### src/rtl/edge_lane_counter.sv
// edge_lane_counter
// Counts edge pixels in LANES vertical windows inside a horizontal line band and publishes
// the per-lane counts and hit flags once per frame. The first, partial frame after reset is
// discarded.
//
// Ports
//   CLK           pixel clock, rising edge
//   RST           synchronous active-high reset
//   VSync         vertical sync; a rising edge marks the frame boundary
//   VDE           video data enable; high during active pixels
//   EdgeIn        binary edge pixel, valid while VDE=1
//   LaneX         left column of lane i in [i*X_W +: X_W]
//   LaneWidth     common lane width in pixels
//   YTop/YBottom  inclusive band of lines that are counted
//   HitThreshold  minimum count for a lane hit
//   LaneCount     last completed frame's count, lane i in [i*CNT_W +: CNT_W]
//   LaneHit       bit i set when LaneCount_i >= HitThreshold of that frame
//   FrameValid    one-cycle pulse when new results are published
//   FrameCount    frames published since reset, wraps
module edge_lane_counter #(
    parameter int unsigned LANES = 5,
    parameter int unsigned X_W   = 11,
    parameter int unsigned Y_W   = 11,
    parameter int unsigned CNT_W = 12
) (
    input  logic                   CLK,
    input  logic                   RST,
    input  logic                   VSync,
    input  logic                   VDE,
    input  logic                   EdgeIn,
    input  logic [LANES*X_W-1:0]   LaneX,
    input  logic [X_W-1:0]         LaneWidth,
    input  logic [Y_W-1:0]         YTop,
    input  logic [Y_W-1:0]         YBottom,
    input  logic [CNT_W-1:0]       HitThreshold,
    output logic [LANES*CNT_W-1:0] LaneCount,
    output logic [LANES-1:0]       LaneHit,
    output logic                   FrameValid,
    output logic [15:0]            FrameCount
);

    typedef enum logic {StWaitSync, StCount} state_e;

    localparam logic [X_W-1:0]   XOne   = 1;
    localparam logic [Y_W-1:0]   YOne   = 1;
    localparam logic [CNT_W-1:0] CntOne = 1;
    localparam logic [15:0]      FcOne  = 1;

    state_e           r_state;
    state_e           w_state_next;
    logic             r_vs_q;
    logic             r_vde_q;
    logic [X_W-1:0]   r_x;
    logic [Y_W-1:0]   r_y;

    // Configuration shadow, held constant for a whole frame
    logic [X_W-1:0]   r_lane_x [LANES];
    logic [X_W-1:0]   r_width;
    logic [Y_W-1:0]   r_ytop;
    logic [Y_W-1:0]   r_ybot;
    logic [CNT_W-1:0] r_thr;

    logic [CNT_W-1:0] r_acc        [LANES];
    logic [CNT_W-1:0] r_lane_count [LANES];
    logic [LANES-1:0] r_lane_hit;
    logic             r_frame_valid;
    logic [15:0]      r_frame_count;

    logic             w_vs_edge;
    logic             w_pix;
    logic [LANES-1:0] w_lane_pix;
    logic [LANES-1:0] w_hit_next;

    assign w_vs_edge = VSync & ~r_vs_q;

    // A pixel coinciding with the frame edge belongs to neither frame
    assign w_pix = VDE & EdgeIn & ~w_vs_edge & (r_state == StCount)
                 & (r_y >= r_ytop) & (r_y <= r_ybot);

    for (genvar g = 0; g < LANES; g++) begin : g_lane
        logic [X_W:0] w_left;
        logic [X_W:0] w_right;
        // One extra bit so a window reaching past the last column does not wrap
        assign w_left        = {1'b0, r_lane_x[g]};
        assign w_right       = w_left + {1'b0, r_width};
        assign w_lane_pix[g] = w_pix & ({1'b0, r_x} >= w_left) & ({1'b0, r_x} < w_right);
        assign w_hit_next[g] = (r_acc[g] >= r_thr);
        assign LaneCount[g*CNT_W +: CNT_W] = r_lane_count[g];
    end

    assign LaneHit    = r_lane_hit;
    assign FrameValid = r_frame_valid;
    assign FrameCount = r_frame_count;

    always_comb begin
        w_state_next = r_state;
        if (r_state == StWaitSync && w_vs_edge) begin
            w_state_next = StCount;
        end
    end

    always_ff @(posedge CLK) begin
        if (RST) begin
            r_state       <= StWaitSync;
            r_vs_q        <= 1'b0;
            r_vde_q       <= 1'b0;
            r_x           <= '0;
            r_y           <= '0;
            r_width       <= '0;
            r_ytop        <= '0;
            r_ybot        <= '0;
            r_thr         <= '0;
            r_lane_hit    <= '0;
            r_frame_valid <= 1'b0;
            r_frame_count <= '0;
            for (int i = 0; i < LANES; i++) begin
                r_lane_x[i]     <= '0;
                r_acc[i]        <= '0;
                r_lane_count[i] <= '0;
            end
        end else begin
            r_state       <= w_state_next;
            r_vs_q        <= VSync;
            r_vde_q       <= VDE;
            r_frame_valid <= 1'b0;
            if (w_vs_edge) begin
                r_x     <= '0;
                r_y     <= '0;
                r_width <= LaneWidth;
                r_ytop  <= YTop;
                r_ybot  <= YBottom;
                r_thr   <= HitThreshold;
                for (int i = 0; i < LANES; i++) begin
                    r_lane_x[i] <= LaneX[i*X_W +: X_W];
                    r_acc[i]    <= '0;
                end
                // The first edge after reset only arms counting
                if (r_state == StCount) begin
                    for (int i = 0; i < LANES; i++) begin
                        r_lane_count[i] <= r_acc[i];
                    end
                    r_lane_hit    <= w_hit_next;
                    r_frame_valid <= 1'b1;
                    r_frame_count <= r_frame_count + FcOne;
                end
            end else begin
                if (VDE) begin
                    if (r_x != '1) r_x <= r_x + XOne;
                end else if (r_vde_q) begin
                    r_x <= '0;
                    if (r_y != '1) r_y <= r_y + YOne;
                end
                for (int i = 0; i < LANES; i++) begin
                    if (w_lane_pix[i] && (r_acc[i] != '1)) r_acc[i] <= r_acc[i] + CntOne;
                end
            end
        end
    end

endmodule
### config.mk
export PLATFORM = sky130hd
export DESIGN_NAME = edge_lane_counter
export DESIGN_NICKNAME = d
export VERILOG_FILES = /design/src/rtl/edge_lane_counter.sv
export SDC_FILE = /design/constraint.sdc
export NUM_CORES = 1
export LEC_CHECK = 0
export ABC_CLOCK_PERIOD_IN_PS = 5900
export BUFFER_PORTS_ARGS = -buffer_cell sky130_fd_sc_hd__clkbuf_2
export CORE_ASPECT_RATIO = 0.5
export CORE_MARGIN = 1
export CORE_UTILIZATION = 60
export CTS_BUF_LIST = sky130_fd_sc_hd__clkbuf_16
export CTS_CLUSTER_DIAMETER = 100
export DETAILED_ROUTE_END_ITERATION = 8
export GPL_TIMING_DRIVEN = 0
export PLACE_DENSITY = 0.81
export SLEW_MARGIN = 10
export SYNTH_ARGS = -nofsm -noshare
export SYNTH_HDL_FRONTEND = slang
export SYNTH_SLANG_ARGS = --single-unit
### constraint.sdc
create_clock -name CLK -period 5.9 [get_ports CLK]
set_clock_uncertainty 0.05 [all_clocks]
set_input_delay 0.295 -clock CLK [delete_from_list [all_inputs] [get_ports CLK]]
set_output_delay 0.295 -clock CLK [all_outputs]
set_load 0.005 [all_outputs]
# Yosys cells after proc, flatten, opt, wreduce, memory -nomap -nowiden
# Memories as Yosys holds them, arrays and structs flattened.
# Cells that the tools add are included.
# word_totals
in_bits	105
wordCells	156
register_bits	92
ram_bits	175
memories	3
# op_classes
bitwise_logic	40
n_eq_ne	8
magnitude_cmp	17
n_reduce_logical	11
muxes	52
addsub	13
# memory_table
memory	words	width	rd	rd_ports_with_merged_regs	write_ports	line	text
r_acc	5	12	5	0	5	63	logic [CNT_W-1:0] r_acc [LANES];
r_lane_count	5	12	5	0	5	64	logic [CNT_W-1:0] r_lane_count [LANES];
r_lane_x	5	11	5	0	5	57	logic [X_W-1:0] r_lane_x [LANES];
# ops
operator	n
$mux 12	15
$mux 11	8
$ge 11x11->1	6
$add 11x11->12	5
$add 12x1->12 const B	5
$ge 12x12->1	5
$lt 11x12->1	5
$ne 12x12->1 const B	5
$mux 1	29
$add 11x1->11 const B	2
$ne 11x11->1 const B	2
$or 1x1->1	20
$add 16x1->16 const B	1
$and 1x1->1	16
$le 11x11->1	1
$logic_and 1x1->1	6
$not 1->1	4
$reduce_and 2->1	2
$reduce_and 3->1	1
$ne 2x1->1 const B	1
$reduce_bool 2->1	1
$reduce_or 2->1	1

# Logic depth before layout (Yosys ltp)
# depth
ltp_word	15
depth_mapped	19
depth_no_buf	18

# Worst setup path before layout
# Ideal clock, no wire load.
# synth_timing
kind	reg-to-reg
startpoint	memory r_lane_x[1][0], in the netlist r_lane_x[0][11]
endpoint	memory r_acc[0][6] (data pin)
t_arrival_ns	3.838
path_stages_with_launch	19
path_slack_ns	1.753
t_required_ns	5.591
cell_sequence	edfxtp_1 ha_1 fa_1 a21o_1 a21oi_1 o21bai_1 a21oi_1 o21ai_0 a21o_1 a21oi_1 xor2_1 ha_1 o2111a_1 o21ai_0 a221o_1 o2111a_1 a211oi_2 buf_4 a21oi_2
# synth_lines
item	line
start: declaration	57
end: declaration	63

==> summary.txt <==
Synthesis
  – Synthesized area per cell: 10.28 µm²
  – Main combinational cell family by area after synthesis: adder cells
  – Yosys cell types: 58
  – Synth warn: 0
  – Synthesized flop and latch total: 267
  – Top_reg_cell synth: edfxtp_1
  – Synth Area in Adders: 19.09%
  – Net Count, Synth: 2,005
  – XOR/XNOR share of the synthesized area: 6.319%
  – Synth Area in Simple Gates: 14.63%
  – Cells after Synth: 1,645
  – EDFF count, synth: 175
  – Multiplexer share of the synthesized area: 0.05920%
  – Sequential share of the synthesized area: 41.97%
  – Post-synthesis cell area: 16,910 µm²
  – Post-synth ARST share: 0%
  – Compound-Gate Fraction of Synth Area: 14.00%

Critical path
  – Worst Setup SP: r_width[0]
  – R2R Setup Slk: 0.93 ns
  – Most frequent CP cell: a21oi_1
  – Crit path required time: 6.05 ns
  – CP Capture Type: flip-flop
  – Startpoint Class: flip-flop
  – Worst R2R End: r_acc[0][4]
  – Worst Path Buf+Inv: 0
  – CP peak stage delay: 0.59 ns
  – CP Class: reg2reg
  – Delay-heaviest family, CP: compound AO/OA/AOI/OAI gates
  – Cell count of the worst reg-to-reg path: 17
  – Critical path's slowest cell: nand2b_1
  – Worst r2r src: r_width[0]
  – CP Max Fanout: 12
  – Worst path cell trace: ha_1 -> fa_1 -> a21o_1 -> a21oi_1 -> o21bai_1 -> a21oi_1 -> o21ai_0 -> a21o_1 -> a21oi_1 -> xor2_1 -> ha_1 -> nor2b_1 -> a2111oi_0 -> o31ai_1 -> nand3_1 -> and3_1 -> nand2b_1
  – CP Depth: 17
  – Critical Path End: r_acc[0][4]
  – Worst Path Arrival: 5.12 ns

Layout
  – Multi-input gate area: 9155 µm²
  – Area delta synth->final: 19.03%
  – Fin nets: 2,315
  – FF/Latch Area: 7097 µm²
  – # fillers: 1,979
  – Utilization after layout: 72.64%
  – Share of layout cells above drive strength 1: 13.48%

Timing
  – Measured slew at the worst slew-check pin: 0.9143 ns
  – RSZ-0062 raised after global routing: false
  – Final Max Slew Viols: 0
  – Final period util: 84.18%
  – Final setup vio count: 0
  – Slew HR: 38.93%
  – Fmax: 0.2013 GHz
  – Tmin final: 4.967 ns
  – Setup TNS: 0 ns
  – Hold Vio Cnt, Final: 0

CTS
  – Post-cts hold buffer count: 99
  – CTS Buf Count: 24
  – Clock tree sinks: 267
  – Postcts setup bufs: 0
  – CTS tree: built
  – Clk slew on worst S/H paths: 0.07 ns
  – Clock buffer depth: 3
  – Clock Latency Late Sink: 0.57 ns
  – Clock root cell: clkbuf_16
  – H-tree Lvls: 1
  – Post-CTS sizing: 0

Min path
  – Hold Crit Class: in2reg
  – Hold path depth: 2

Detailed routing
  – Met3 wire len: 3109 µm
  – Number of routed nets with antenna violations: 0
  – DR iter-0 viols: 1,116
  – DR WL met2: 21,590 µm
  – Routed length per placed instance: 19.42 µm
  – Max Used Layer: met4
  – DRC Markers: 0
  – Post-Route WL: 45,770 µm
  – Routed length on met1: 18,980 µm
  – Vias: 13,900
  – Via density per instance: 5.902
  – Drt first pass iters: 5

Run
  – Max cap viols: 0

Floorplanning
  – Chip height: 120.7 µm
  – Initial Util: 61.03%
  – Die Wd: 239.4 µm
  – Die area: 28,900 µm²
  – IO Count: 187
  – Core area: 27,710 µm²
  – # rows: 43

Global routing
  – First-pass GRT wire length: 71,370 µm
  – Vias in the first global route: 13,560
  – Largest net degree at the start of global routing: 65
  – Remaining Overflow, GRT: 0
  – Gr usage total: 31.92%
  – Initial antenna violation count: 1

Power
  – Worst vdd ir: 0.1929 mV
  – Leakage: 0.008940 µW
  – Power Dens Cells: 224.2 nW/µm²

Outcome
  – Status: completed

Placement
  – HPWL Detailed: 30,910 µm
  – GPL Wtd Cong: 0.9157
  – IO Port Bufs: 185
-- stage by stage --
step / power, µW / hold WS, ns / cell area [µm²] / setup slack (ns) / instances
6_report: 4512 / 0.01561 / 20130 / 0.9333 / 2356
5_1_grt: 4665 / 0.01750 / 20130 / 0.6229 / 2356
4_1_cts: 4490 / 0.0006734 / 20120 / 1.011 / 2355
3_5_place_dp: 2837 / 0.4204 / 18320 / 1.035 / 2212
3_3_place_gp: 2815 / 0.4098 / 18310 / 1.042 / 2212
2_1_floorplan: 2613 / 0.3536 / 16910 / 1.753 / 1645
-- cell type report --
| class | instances | area share [%] |
|---|---|---|
| sequential | 267 | 35.26 |
| inverter | 117 | 2.182 |
| buffer | 44 | 1.138 |
| clock inverter | 18 | 0.7895 |
| antenna | 1 | 0.01243 |
| multi-input combinational | 1217 | 45.49 |
| clock buffer | 26 | 3.233 |
| timing repair buffer | 284 | 9.524 |
| tap | 382 | 2.375 |
-- Yosys cell counts (8+ instances only) --
cell type | count | area (µm²)
ha_1 | 250 | 3128
xnor2_1 | 44 | 385.4
o21ai_0 | 72 | 360.4
nand2b_1 | 26 | 162.7
a21oi_1 | 117 | 585.6
edfxtp_1 | 175 | 5255
xor2_1 | 78 | 683.2
a22o_1 | 13 | 113.9
o2111ai_1 | 9 | 78.83
o21bai_1 | 8 | 60.06
a211oi_1 | 8 | 60.06
a21o_1 | 56 | 420.4
dfxtp_1 | 92 | 1842
nor2b_1 | 16 | 100.1
a221oi_1 | 11 | 96.34
and2_1 | 113 | 706.9
a31oi_1 | 11 | 68.82
nor2_1 | 74 | 277.8
a21oi_2 | 20 | 175.2
nand3_1 | 67 | 335.3
and3_1 | 30 | 187.7
clkbuf_1 | 30 | 112.6
nand4_1 | 24 | 150.1
nor3_1 | 13 | 65.06
nand2_1 | 91 | 341.6
inv_1 | 117 | 439.2
-- cell usage in the layout, fill, tap and decap left out, types with 8 or more instances in the layout --
cell type	count
clkbuf_2	185
inv_1	119
o21ai_0	72
a21oi_1	117
a21o_1	56
nand2b_1	25
dlygate4sd3_1	99
nor3_1	13
and2_1	113
nor2b_1	16
a22o_1	13
xor2_1	78
a21oi_2	20
nand3_1	67
ha_1	250
dfxtp_1	92
xnor2_1	44
o2111ai_1	9
clkbuf_1	29
a211oi_1	8
clkbuf_16	26
a221oi_1	11
and3_1	30
nand2_1	91
nor2_1	74
edfxtp_1	175
nand4_1	24
a31oi_1	11
o21bai_1	8
-- logic make-up (layout without fill, tap and decap cells) --
| family | Yosys count | count (layout) |
|---|---|---|
| compound gates | 365 | 365 |
| other cells | 0 | 1 |
| xor+xnor | 122 | 122 |
| mux | 1 | 1 |
| buf+inv | 161 | 489 |
| flops | 267 | 267 |
| simple gates | 474 | 474 |
| fa+ha+maj | 255 | 255 |
-- state kept, by name, summed over array words and instances (netlist names), 12 cells and up --
register and count:
r_lane_count 60, r_acc 60, FrameCount 16, r_lane_x 55, r_thr 12
-- power breakdown --
group / leakage (µW) / internal (µW) / total, µW / switching (µW)
clock network: 0.000397 / 858 / 1640 / 781
logic: 0.00591 / 314 / 692 / 377
registers: 0.00263 / 2090 / 2180 / 91.2
-- how the worst min path moves through the flow --
stage,endpoint,from,slack (ns)
floorplan,r_thr[10],HitThreshold[10],0.35
global placement,LaneHit[4],LaneHit[4],0.41
detailed placement,LaneHit[4],LaneHit[4],0.42
CTS,r_lane_x[0][4],LaneX[4],0.0007
global route,r_lane_x[0][4],LaneX[4],0.02
finish,r_lane_x[0][4],LaneX[4],0.02
-- routing by layer --
metal	vias to the layer above	track usage [%]
li1	6559	-
met1	6653	41.16
met2	538	53.14
met3	154	4.635
met4	0	15.26
met5	-	0
Note: power is estimated with default switching activity, not from simulation.
